`src/rtl/restoring_divider_seq.sv`:
```
// Sequential unsigned restoring divider: one quotient bit per clock, with a
// start/busy/done handshake and divide-by-zero detection.
module restoring_divider_seq #(
  parameter int WIDTH = 4
) (
  input  logic             clk,
  input  logic             rst,
  input  logic             start,
  input  logic [WIDTH-1:0] dividend,
  input  logic [WIDTH-1:0] divisor,
  output logic             busy,
  output logic             done,
  output logic [WIDTH-1:0] quotient,
  output logic [WIDTH-1:0] remainder,
  output logic             div_by_zero
);

  localparam int CW = $clog2(WIDTH + 1);

  typedef enum logic [1:0] {IDLE, RUN, ZERO} state_e;

  state_e           state_q, state_d;
  logic [WIDTH:0]   a_q, a_d;
  logic [WIDTH-1:0] q_q, q_d;
  logic [WIDTH-1:0] m_q, m_d;
  logic [CW-1:0]    cnt_q, cnt_d;
  logic             busy_q, busy_d;
  logic             done_q, done_d;
  logic [WIDTH-1:0] quot_q, quot_d;
  logic [WIDTH-1:0] rem_q, rem_d;
  logic             dbz_q, dbz_d;

  logic [WIDTH+1:0] aShift;
  logic [WIDTH+1:0] trial;
  logic             trialNeg;
  logic [WIDTH:0]   aNext;
  logic [WIDTH-1:0] qNext;

  always_ff @(posedge clk or posedge rst) begin
    if (rst) begin
      state_q <= IDLE;
      a_q     <= '0;
      q_q     <= '0;
      m_q     <= '0;
      cnt_q   <= '0;
      busy_q  <= 1'b0;
      done_q  <= 1'b0;
      quot_q  <= '0;
      rem_q   <= '0;
      dbz_q   <= 1'b0;
    end else begin
      state_q <= state_d;
      a_q     <= a_d;
      q_q     <= q_d;
      m_q     <= m_d;
      cnt_q   <= cnt_d;
      busy_q  <= busy_d;
      done_q  <= done_d;
      quot_q  <= quot_d;
      rem_q   <= rem_d;
      dbz_q   <= dbz_d;
    end
  end

  // The trial subtraction is one bit wider than A so its MSB is a clean borrow flag.
  always_comb begin
    aShift   = {a_q, q_q[WIDTH-1]};
    trial    = aShift - {2'b00, m_q};
    trialNeg = trial[WIDTH+1];
    aNext    = trialNeg ? aShift[WIDTH:0] : trial[WIDTH:0];
    qNext    = {q_q[WIDTH-2:0], ~trialNeg};

    state_d = state_q;
    a_d     = a_q;
    q_d     = q_q;
    m_d     = m_q;
    cnt_d   = cnt_q;
    busy_d  = busy_q;
    done_d  = 1'b0;
    quot_d  = quot_q;
    rem_d   = rem_q;
    dbz_d   = dbz_q;

    case (state_q)
      IDLE: begin
        if (start) begin
          a_d     = '0;
          q_d     = dividend;
          m_d     = divisor;
          cnt_d   = CW'(WIDTH);
          busy_d  = 1'b1;
          state_d = (divisor == '0) ? ZERO : RUN;
        end
      end
      RUN: begin
        a_d   = aNext;
        q_d   = qNext;
        cnt_d = cnt_q - CW'(1);
        if (cnt_q == CW'(1)) begin
          quot_d  = qNext;
          rem_d   = aNext[WIDTH-1:0];
          dbz_d   = 1'b0;
          done_d  = 1'b1;
          busy_d  = 1'b0;
          state_d = IDLE;
        end
      end
      ZERO: begin
        // Q still holds the captured dividend, reported back as the remainder.
        quot_d  = '1;
        rem_d   = q_q;
        dbz_d   = 1'b1;
        done_d  = 1'b1;
        busy_d  = 1'b0;
        state_d = IDLE;
      end
      default: state_d = IDLE;
    endcase
  end

  assign busy        = busy_q;
  assign done        = done_q;
  assign quotient    = quot_q;
  assign remainder   = rem_q;
  assign div_by_zero = dbz_q;

endmodule
```
`config.mk`:
```
export PLATFORM = sky130hd
export DESIGN_NAME = restoring_divider_seq
export DESIGN_NICKNAME = d
export VERILOG_FILES = /design/src/rtl/restoring_divider_seq.sv
export SDC_FILE = /design/constraint.sdc
export NUM_CORES = 1
export LEC_CHECK = 0
export CORE_MARGIN = 2
export CORE_UTILIZATION = 40
export DETAILED_ROUTE_END_ITERATION = 6
export MAX_ROUTING_LAYER = met4
export PLACE_DENSITY_LB_ADDON = 0.12
export SKIP_CTS_REPAIR_TIMING = 1
export SYNTH_ARGS = -nofsm -noshare
export SYNTH_HDL_FRONTEND = slang
export SYNTH_SLANG_ARGS = --single-unit
```
`constraint.sdc`:
```
create_clock -name clk -period 5 [get_ports clk]
set_input_delay 1 -clock clk [delete_from_list [all_inputs] [get_ports clk]]
set_output_delay 1 -clock clk [all_outputs]
set_load 0.03 [all_outputs]
```
Word level (Yosys, flattened, before mapping):

Cells that the tools add are included.

* flip-flop bits (word level): 29
* input bits: 11

* multiplexer cells: 21
* add/subtract/negate cells: 2
* bitwise gates (word level): 1
* eq/ne operators: 5
* reductions and logical operators: 10

Operators by type and width (number)
* case mux 4 bit (2 select lines): 3
* two-way mux 4 bit: 3
* two-way mux 5 bit: 2
* case mux 5 bit (2 select lines): 1
* AND reduction 2 bit: 4
* two-way mux 2 bit: 3
* case mux 3 bit (2 select lines): 1
* subtractor 6 x 4 -> 6 bit: 1
* zero test 4 bit: 1
* inequality test 2 bit (second input constant): 2
* case mux 1 bit (2 select lines): 2
* case mux 2 bit (2 select lines): 1
* nonzero test 2 bit: 2
* equality test 3 x 1 -> 1 bit (second input constant): 1
* two-way mux 1 bit: 3
* two-way mux 3 bit: 1
* case mux 1 bit (3 select lines): 1
* AND reduction 3 bit: 1
* nonzero test 3 bit: 1
* subtractor 3 x 1 -> 3 bit (second input constant): 1
* equality test 2 x 1 -> 1 bit (second input constant): 1
* equality test 2 bit (second input constant): 1
* zero test 2 bit: 1
* inverter 1 bit: 1

Longest topological paths before layout:

Gate-level depths: netlist of the first run.

* word-level depth: 4
* depth in mapped cells: 9
* depth with buffers taken out: 9

Least setup slack after synthesis of the first run:

No wires, ideal clock.

* kind: reg-to-reg
* from: register a_q[0]
* to: register rem_q[0], in the netlist remainder[0]
* slack: 3.052 ns
* period minus slack after synthesis: 1.948 ns
* arrival time: 1.862 ns
* required time: 4.914 ns
* cell stages (with the launch flop): 7
* path buffers: 0
* library setup time: 0.086 ns
* path through: dfrtp_1 -> ha_1 -> nor2b_1 -> o31a_1 -> o211ai_4 -> mux2_4 -> o221ai_2

* cells in the longest elaborated chain, start to end: 4

RTL lines
* start, declared: line 23 `logic [WIDTH:0] a_q, a_d;`
* start signal, assigned: line 42 `a_q <= '0;`
* start signal, assigned: line 53 `a_q <= a_d;`
* subtractor 6 x 4 -> 6 bit: line 68 `trial = aShift - {2'b00, m_q};`
* two-way mux 5 bit: line 70 `aNext = trialNeg ? aShift[WIDTH:0] : trial[WIDTH:0];`
* two-way mux 4 bit: line 99 `if (cnt_q == CW'(1)) begin`
* case mux 4 bit (2 select lines): line 84 `case (state_q)`
* end signal, assigned: line 60 `rem_q <= rem_d;`
* end, declared: line 30 `logic [WIDTH-1:0] rem_q, rem_d;`

Every way passes these cells. The select of a mux whose other input is x is not followed.
A chain may end at the register's enable or synchronous reset.

Worst setup path in the final report of the first run:

* from: register quot_q[1], in the netlist quotient[1]
* to: output quotient[1]

RTL lines
* start, declared: line 29 `logic [WIDTH-1:0] quot_q, quot_d;`
* start signal, assigned: line 59 `quot_q <= quot_d;`
* end, declared: line 13 `output logic [WIDTH-1:0] quotient,`

No word-level cell between the ends.

==> reports/qor.yml, run 1 <==
sta:
  setup_ws_ns: 2.68
  fin_crit_ns: 2.32
  final-setup-viol-count: 0
  final_min_period_over_clock_period_pct: 46.5
  worstMarginPinSlew_ns: 1.11
  slew_viol_final: 0
  max_freq_mhz: 430
  setup_tns_ns: 0
  rsz_0062_raised_after_global_routing: "no"
  skew_ns: 0.00393
  hold_violations: 0
  timing.slew.headroom_pct: 26.1
power:
  p_sw_share_pct: 42.2
  vdd.ir_drop.worst_v: 0.000273
  power.share.sequential_pct: 31.0
  static-leakage-power_nw: 0.862
  internal-power_uw: 739
  share_clk_of_total_power_pct: 16.8
  total_switching_power_uw: 539
  pwr-share-comb_pct: 52.2
  total_power_mw: 1.28
  power_density_mw_per_mm2: 667
die:
  floorplan.rows: 22
  design.die.area_mm2: 0.00442
  die_width_um: 66.5
  core_mm2: 0.00372
  io-pin-count: 22
  die_height_um: 66.5
  start_util_pct: 42.0
final_layout:
  final_layout_size_suffix_gt1_share_pct: 11.0
  most-common-layout-cells: "29 x dfrtp_1, 28 x nand2_1, 21 x clkdlybuf4s50_1, 14 x o21ai_0, 13 x inv_1"
  antenna-diode-count: 0
  synthToLayoutAreaGrowth_pct: 22.8
  final_nets: 201
  mostFrequentLayoutCell: "dfrtp_1"
grt:
  track_usage_pct: 17.8
  first_global_vias: 1204
  grt_antenna_before_repair: 0
  grt_overflow_total: 0
  grt_start_max_net_pins: 30
  grt_pass1_wl_um: 5620
worst_setup_path:
  worst_ep_arrival_time_ns: 1.32
  setup.worst_path.start_class: "flop"
  cp_num_buf_inv: 1
  path_depth_of_the_worst_reg2reg_path: 6
  cp_cell_sequence: "clkdlybuf4s50_1"
  crit_family: "buffers and inverters"
  critPathRequiredTime_ns: 4.00
  critical_path.max_fanout: 2
  slowest_stage: "clkdlybuf4s50_1"
  number_of_gates_on_the_worst_path_with_buffers_counted: 1
  timing.setup.critical_path_class: "reg -> out"
  worst_setup_end_kind: "output port"
  cp_slowest_stage_delay_ns: 0.68
logic_synthesis:
  ys_async_sr_fraction_pct: 100
  post_synth_instance_area_mm2: 0.00156
  synth-warning-count: 0
  synth-seq-cells: 29
  edff_count_synth: 0
  avgSynthCellArea_um2: 10.0
  synthCells: 156
  netlist_top_cells_area: "dfrtp_1 47%, ha_1 7.2%, nand2_1 6.7%"
  synth_top_area_cell: "dfrtp_1"
  synth.distinct_cells: 38
  synth.top_cell.area_share_pct: 46.5
  share_of_synthesized_area_occupied_by_flip_flops_and_latches_pct: 46.5
  mappedNetlistNets: 177
  ys_dominant_reg_cell: "dfrtp_1"
routing:
  postRouteWirelength_um: 3210
  drc_errors: 0
  routed_wire_length_per_instance_um: 14.0
  post_route_ant_nets: 0
  drt_first_iter_violations: 54
  detail_route.vias_per_cell: 5.19
  drt_first_pass_iters: 4
  via_count: 1188
clock_network:
  cts_max_level: 2
  cts_tree: "built"
  clkTransAtPathRegs_ns: 0.06
  cts_num_sinks: 29
  clockRootBuffer: "clkbuf_8"
  cts_buffer_depth: 2
  cts_inserted_buffers: 5
  clock_latency_ns: 0.28
min_path:
  timing.hold.worst_path_depth: 2
  hold_path.class: "reg -> reg"
place:
  place.gp.congestion: 0.791
  post-place-ws_ns: 2.40
  io_buffer_count: 21
  dp_hpwl_um: 2410
flow_run:
  drv.max_cap_violation_count: 0
status:
  run_status: "finished clean"
per-stage QoR:
| stage | hold WS [ns] | util, % | area (um^2) | std cells |
|---|---|---|---|---|
| 6_report | 0.482 | 51.5 | 1920 | 229 |
| 4_1_cts | 0.485 | 51.5 | 1920 | 229 |
| 5_1_grt | 0.526 | 51.5 | 1920 | 229 |
| 2_1_floorplan | 0.450 | - | 1560 | 156 |
| 3_5_place_dp | 0.471 | 48.8 | 1810 | 221 |
| 3_3_place_gp | 0.461 | 48.8 | 1810 | 221 |
per-layer routing:
metal / share of wire, % / wire [um] / global-route usage [%] / up-vias
met5: 0 / 0 / - / -
met4: 0.90 / 29 / 5.36 / 0
met3: 3.9 / 126 / 5.91 / 5
met2: 49 / 1590 / 27.8 / 21
met1: 46 / 1460 / 22.1 / 570
li1: - / - / - / 592
final timing paths:
check,to,start,slack (ns)
max,quotient[1],quotient[1]$_DFFE_PP0P_,2.68
min,cnt_q[1]$_DFFE_PP0P_,cnt_q[1]$_DFFE_PP0P_,0.48
max reg2reg,remainder[2]$_DFFE_PP0P_,a_q[0]$_DFFE_PP0P_,2.84
min reg2reg,cnt_q[1]$_DFFE_PP0P_,cnt_q[1]$_DFFE_PP0P_,0.48
max in group asynchronous,remainder[1]$_DFFE_PP0P_,rst,3.03
min in group asynchronous,state_q[1]$_DFFE_PP0P_,rst,1.30
cells in the mapped netlist, types with 2 or more instances:
cell,count
xor2_1,2
ha_1,9
nand2b_1,2
nand2_1,28
o2111ai_1,2
a22oi_1,2
nor2b_1,2
mux2i_1,5
inv_1,13
o21ai_0,14
o21ai_1,4
mux2_2,5
o221ai_1,2
dfrtp_1,29
o21a_1,2
a21oi_1,4
clkbuf_1,3
nor2_1,5
a21o_1,3
nand3_1,2
power by group through the flow:
| stage | combinational, mW | clock [mW] | sequential, mW |
|---|---|---|---|
| detailed placement | 0.668 | 0 | 0.402 |
| CTS | 0.675 | 0.220 | 0.398 |
| finish | 0.667 | 0.215 | 0.396 |
| global route | 0.744 | 0.235 | 0.410 |
| global placement | 0.657 | 0 | 0.396 |
| floorplan | 0.437 | 0 | 0.448 |
cells by family (layout without fill, tap and decap cells):
group                    Yosys count  in the layout  share of synthesized area (%)
AO/OA/AOI/OAI                     42             42                           18.8
XOR/XNOR                           2              2                           1.12
adder cells (fa/ha/maj)           10             10                           8.50
buffers and inverters             17             42                           4.17
flip-flops                        29             29                           46.5
multiplexers                      11             11                           7.78
AND/OR/NAND/NOR                   45             45                           13.1
cell type report:
cell class	instances	area (um^2)
tap	48	60.1
multi-input combinational	110	769
timing repair buffer	21	210
sequential	29	726
fill	349	1800
inverter	13	48.8
clock buffer	7	96.3
clock inverter	1	5.00
registers in the layout (all words and copies together), names as in the netlist:
| signal | cells |
|---|---|
| a_q | 5 |
| m_q | 4 |
| q_q | 4 |
| quotient | 4 |
| remainder | 4 |
| cnt_q | 3 |
| state_q | 2 |
| busy | 1 |
| div_by_zero | 1 |
| done | 1 |
worst register-to-register path: cells and delay by family (launching register included):
family | cells | cell delay [ns]
DFF | 1 | 0.44
and+or+nand+nor | 1 | 0.15
muxes | 1 | 0.34
AOI/OAI and AO/OA | 3 | 0.79
adders and majority gates | 1 | 0.30
Note: power is estimated with default switching activity, not from simulation.
==> inputs of run 2 (changes only) <==
Clock period 5 ns to 2.3 ns, I/O delays scaled along.
==> run 2 against run 1 <==
Compared with the run above:
- first-iteration DRC count shrank 9.3%
- critical endpoint is now remainder[0]$_DFFE_PP0P_
- sequential power grew 120%
- clock power grew 91%
- worst setup slack lost 2.4 ns
- critical path depth grew 5
- highest routed layer unchanged
==> reports/qor.yml, run 2 (synthesis gave the netlist of run 1 again) <==
status:
  run_status: "finished clean"  # unchanged
sta:
  final-setup-viol-count: 0  # unchanged
  slew_viol_final: 0  # unchanged
  max_freq_mhz: 484
  skew_ns: 0.00426  # was 0.00393 ns
  timing.slew.headroom_pct: 62.4  # was 26.1%
  hold_violations: 0  # unchanged
  rsz_0062_raised_after_global_routing: "no"  # unchanged
  worstMarginPinSlew_ns: 0.560  # was 1.11 ns
  final_min_period_over_clock_period_pct: 89.8
  fin_crit_ns: 2.07
  setup_ws_ns: 0.234  # was 2.68 ns
  setup_tns_ns: 0  # unchanged
  holdWs_ns: 0.482  # about the same
power:
  power_density_mw_per_mm2: 1430  # was 667 mW/mm^2
  static-leakage-power_nw: 0.871  # was 0.862 nW
  vdd.ir_drop.worst_v: 0.000636  # was 0.000273 V
  total_power_mw: 2.75  # was 1.28 mW
grt:
  grt_antenna_before_repair: 0  # unchanged
  grt_pass1_wl_um: 5890  # was 5620 um
  first_global_vias: 1272  # was 1,204
  grt_start_max_net_pins: 30  # unchanged
  track_usage_pct: 18.2  # was 17.8%
  grt_overflow_total: 0  # unchanged
clock_network:
  clockRootBuffer: "clkbuf_8"  # unchanged
  cts_inserted_buffers: 5  # unchanged
  clkTransAtPathRegs_ns: 0.07  # was 0.06 ns
  clock_latency_ns: 0.28  # about the same
  cts_buffer_depth: 2  # unchanged
  cts_num_sinks: 29  # unchanged
  cts_tree: "built"  # unchanged
  cts_max_level: 2  # unchanged
die:
  die_height_um: 66.5  # unchanged
  floorplan.rows: 22  # unchanged
  die_width_um: 66.5  # unchanged
  design.die.area_mm2: 0.00442  # unchanged
  core_mm2: 0.00372  # unchanged
  io-pin-count: 22  # unchanged
  start_util_pct: 42.0  # unchanged
final_layout:
  synthToLayoutAreaGrowth_pct: 23.7  # was 22.8%
  max_ffs_per_register: 5  # unchanged
  final.fill_count: 349  # unchanged
  final_layout_size_suffix_gt1_share_pct: 13.0  # was 11.0%
  post_layout_nonfiller_instances: 233  # was 229
  largest_register: "a_q"  # unchanged
  layout.cell_area.non_filler_mm2: 0.00193  # was 0.00192 mm^2
  mostFrequentLayoutCell: "dfrtp_1"  # unchanged
  final_util_pct: 52.0  # was 51.5%
  final_nets: 205  # was 201
  antenna-diode-count: 0  # unchanged
  most-common-layout-cells: "29 x dfrtp_1, 28 x nand2_1, 21 x clkdlybuf4s50_1, 14 x o21ai_0, 13 x inv_1"  # unchanged
place:
  place.gp.congestion: 0.882  # was 0.791
  place_area_mm2: 0.00184  # was 0.00181 mm^2
  io_buffer_count: 21  # unchanged
  place_inst: 225  # was 221
  post-place-ws_ns: 0.252  # was 2.40 ns
  dp_hpwl_um: 2390  # was 2410 um
routing:
  drc_errors: 0  # unchanged
  drt_first_iter_violations: 49  # was 54
  postRouteWirelength_um: 3220  # was 3210 um
  via_count: 1218  # was 1,188
  drt_first_pass_iters: 4  # unchanged
  routed_wire_length_per_instance_um: 13.8  # was 14.0 um
  detail_route.vias_per_cell: 5.23  # was 5.19
  post_route_ant_nets: 0  # unchanged
worst_setup_path:
  worst_setup_end_kind: "flop"  # was output port
  setup.worst_path.start_class: "flop"  # unchanged
  critical_path.max_fanout: 5  # was 2
  critPathRequiredTime_ns: 2.50  # was 4.00 ns
  timing.setup.critical_path_class: "reg -> reg"  # was reg -> out
  worst_ep_arrival_time_ns: 2.26  # was 1.32 ns
flow_run:
  drv.max_cap_violation_count: 0  # unchanged
min_path:
  hold_path.class: "reg -> reg"  # unchanged
-- run 2: cell count changes in the layout (fill, tap and decap cells not counted), sizes merged --
cell / previous run / this run
clkbuf: 7 / 5
buf: 0 / 4
clkinv: 1 / 2
clkinvlp: 0 / 1
-- run 2: layout make-up --
| cell class | count | area, um^2 | share of cell area (%) |
|---|---|---|---|
| clock buffer | 5 | 68.8 | 3.56 |
| clock inverter | 3 | 17.5 | 0.907 |
| inverter | 13 | 48.8 | 2.53 |
| multi-input combinational | 110 | 769 | 39.9 |
| sequential | 29 | 726 | 37.6 |
| tap | 48 | 60.1 | 3.11 |
| timing repair buffer | 25 | 240 | 12.4 |
-- run 2: critical path, cell delays in order (launching register included) --
cell	delay [ns]
dfrtp_1	0.43
ha_1	0.30
nor2b_1	0.15
o31a_1	0.30
o211ai_4	0.29
mux2_4	0.34
o221ai_2	0.17
-- run 2: worst paths after layout --
check	from	to	slack, ns	cells past startpoint
max in group asynchronous	rst	q_q[0]$_DFFE_PP0P_	1.49	3
min in group asynchronous	rst	m_q[2]$_DFFE_PP0P_	0.54	3
setup / recovery	a_q[0]$_DFFE_PP0P_	remainder[0]$_DFFE_PP0P_	0.23	6
hold / removal	quotient[3]$_DFFE_PP0P_	quotient[3]$_DFFE_PP0P_	0.48	2
hold reg to reg	quotient[3]$_DFFE_PP0P_	quotient[3]$_DFFE_PP0P_	0.48	2
setup reg to reg	a_q[0]$_DFFE_PP0P_	remainder[0]$_DFFE_PP0P_	0.23	6
-- run 2: metal layers --
| layer | global-route usage (%) | vias to the layer above | wire length, um |
|---|---|---|---|
| met5 | - | - | 0 |
| met4 | 5.36 | 0 | 53 |
| met3 | 4.05 | 7 | 73 |
| met2 | 29.9 | 19 | 1590 |
| met1 | 22.5 | 587 | 1500 |
| li1 | - | 605 | - |
-- run 2: where the power goes --
group / internal (mW) / switching, mW / total, mW
Combinational: 0.655 / 0.835 / 1.49
Clock: 0.208 / 0.202 / 0.410
Sequential: 0.713 / 0.141 / 0.855
==> inputs of run 3 (changes only) <==
Settings changed: CORE_UTILIZATION 40 to 50, CTS_CLUSTER_SIZE set to 40.
==> run 3 against run 2 <==
Compared with the run above:
- global-route usage rose by 3.8 points
- combinational power hardly changed
- final cell count fell by 6.9%
- register-to-register slack got worse by 0.02 ns
- non-clock buffer count down 1
- critical endpoint unchanged
- largest power group unchanged
- highest routed layer unchanged
==> reports/qor.yml, run 3 (synthesis gave the netlist of run 1 again) <==
sta:
  hold_violations: 0  # unchanged
  worstMarginPinSlew_ns: 0.551  # was 0.560 ns
  final_min_period_over_clock_period_pct: 90.8  # was 89.8%
  final-setup-viol-count: 0  # unchanged
  setup_tns_ns: 0  # unchanged
  rsz_0062_raised_after_global_routing: "no"  # unchanged
  fin_crit_ns: 2.09  # was 2.07 ns
  skew_ns: 0.00908  # was 0.00426 ns
  slew_viol_final: 0  # unchanged
  timing.slew.headroom_pct: 63.0  # was 62.4%
  max_freq_mhz: 479  # was 484 MHz
clock_network:
  cts_num_sinks: 29  # unchanged
  cts_inserted_buffers: 5  # unchanged
  clkTransAtPathRegs_ns: 0.10  # was 0.07 ns
  cts_tree: "built"  # unchanged
  cts_max_level: 2  # unchanged
  cts_buffer_depth: 2  # unchanged
  clock_latency_ns: 0.34  # was 0.28 ns
  clockRootBuffer: "clkbuf_4"  # was clkbuf_8
worst_setup_path:
  setup.worst_path.start_class: "flop"  # unchanged
  critical_path.max_fanout: 5  # unchanged
  worst_setup_end_kind: "flop"  # unchanged
  critPathRequiredTime_ns: 2.56  # was 2.50 ns
  worst-r2r-setup-slack_ns: 0.21  # was 0.23 ns
  crit_path_start: "a_q[0]$_DFFE_PP0P_"  # unchanged
  worst_ep_arrival_time_ns: 2.35  # was 2.26 ns
  reg2reg_to: "remainder[0]$_DFFE_PP0P_"  # unchanged
  path_depth_of_the_worst_reg2reg_path: 6  # unchanged
  timing.setup.critical_path_class: "reg -> reg"  # unchanged
  crit-reg2reg-launch: "a_q[0]$_DFFE_PP0P_"  # unchanged
final_layout:
  final_util_pct: 62.4  # was 52.0%
  max_ffs_per_register: 5  # unchanged
  post_layout_nonfiller_instances: 217  # was 233
  most-common-layout-cells: "29 x dfrtp_1, 28 x nand2_1, 21 x clkdlybuf4s50_1, 14 x o21ai_0, 13 x inv_1"  # unchanged
  final_layout_size_suffix_gt1_share_pct: 12.5  # was 13.0%
  largest_register: "a_q"  # unchanged
  synthToLayoutAreaGrowth_pct: 20.0  # was 23.7%
  antenna-diode-count: 0  # unchanged
  final_nets: 204  # was 205
  mostFrequentLayoutCell: "dfrtp_1"  # unchanged
power:
  static-leakage-power_nw: 0.853  # was 0.871 nW
  share_clk_of_total_power_pct: 11.4  # was 14.9%
  vdd.ir_drop.worst_v: 0.000765  # was 0.000636 V
  pwr-share-comb_pct: 56.3  # was 54.1%
  power_density_mw_per_mm2: 1410  # was 1430 mW/mm^2
  internal-power_mw: 1.47  # was 1.58 mW
  p_sw_share_pct: 44.3  # was 42.8%
  total_switching_power_mw: 1.17  # was 1.18 mW
  total_power_mw: 2.65  # was 2.75 mW
  power.share.sequential_pct: 32.3  # was 31.0%
min_path:
  hold_path.class: "in -> async"  # was reg -> reg
status:
  run_status: "finished clean"  # unchanged
flow_run:
  drv.max_cap_violation_count: 0  # unchanged
routing:
  via_count: 1218  # unchanged
  drt_first_iter_violations: 58  # was 49
  routed_wire_length_per_instance_um: 14.8  # was 13.8 um
  post_route_ant_nets: 0  # unchanged
  drc_errors: 0  # unchanged
  postRouteWirelength_um: 3200  # was 3220 um
  drt_first_pass_iters: 4  # unchanged
  detail_route.vias_per_cell: 5.61  # was 5.23
grt:
  track_usage_pct: 22.0  # was 18.2%
  grt_start_max_net_pins: 30  # unchanged
  grt_overflow_total: 0  # unchanged
  grt_pass1_wl_um: 5580  # was 5890 um
  grt_antenna_before_repair: 0  # unchanged
  first_global_vias: 1224  # was 1,272
die:
  core_mm2: 0.00300  # was 0.00372 mm^2
  die_height_um: 59.9  # was 66.5 um
  die_width_um: 59.9  # was 66.5 um
  io-pin-count: 22  # unchanged
  floorplan.rows: 20  # was 22
  start_util_pct: 52.0  # was 42.0%
  design.die.area_mm2: 0.00358  # was 0.00442 mm^2
place:
  place.gp.congestion: 0.890  # was 0.882
  io_buffer_count: 21  # unchanged
  dp_hpwl_um: 2400  # was 2390 um
  place_inst: 209  # was 225
-- run 3: power groups by stage --
stage / registers (mW) / logic [mW] / clock network [mW]
floorplan: 0.974 / 0.950 / 0
global placement: 0.856 / 1.45 / 0
detailed placement: 0.866 / 1.49 / 0
CTS: 0.855 / 1.50 / 0.313
global route: 0.884 / 1.66 / 0.335
finish: 0.853 / 1.49 / 0.302
-- run 3: routing by layer --
layer	GRT usage [%]	part of all wire, %	vias up
met3	5.84	4.0	5
li1	-	-	600
met2	35.6	50	25
met1	26.5	44	588
met4	7.62	1.7	0
met5	-	0	-
-- run 3: per-stage QoR --
step                setup WS [ns]  cell area [um^2]  hold WS, ns
floorplan                   0.352              1560        0.450
global placement            0.282              1820        0.464
detailed placement          0.237              1820        0.476
CTS                         0.215              1870        0.489
global route               0.0706              1870        0.506
finish                      0.211              1870        0.485
-- run 3: layout make-up --
| cell class | instances | area (um^2) |
|---|---|---|
| Fill cell | 261 | 1130 |
| Multi-Input combinational cell | 110 | 769 |
| Sequential cell | 29 | 726 |
| Timing Repair Buffer | 24 | 233 |
| Inverter | 13 | 48.8 |
| Tap cell | 33 | 41.3 |
| Clock buffer | 5 | 37.5 |
| Clock inverter | 3 | 17.5 |
-- run 3: how the worst max path moves through the flow --
stage	to	slack [ns]	depth (start not counted)
after floorplan	remainder[0]$_DFFE_PP0P_	0.35	6
after global placement	remainder[0]$_DFFE_PP0P_	0.28	6
after detailed placement	remainder[0]$_DFFE_PP0P_	0.24	6
after CTS	remainder[0]$_DFFE_PP0P_	0.21	6
after global routing	remainder[0]$_DFFE_PP0P_	0.07	6
final	remainder[0]$_DFFE_PP0P_	0.21	6
-- run 3: worst max-delay path: stages, from the launching register on --
cell      delay (ns)
dfrtp_1         0.44
ha_1            0.30
nor2b_1         0.15
o31a_1          0.31
o211ai_4        0.30
mux2_4          0.34
o221ai_2        0.17
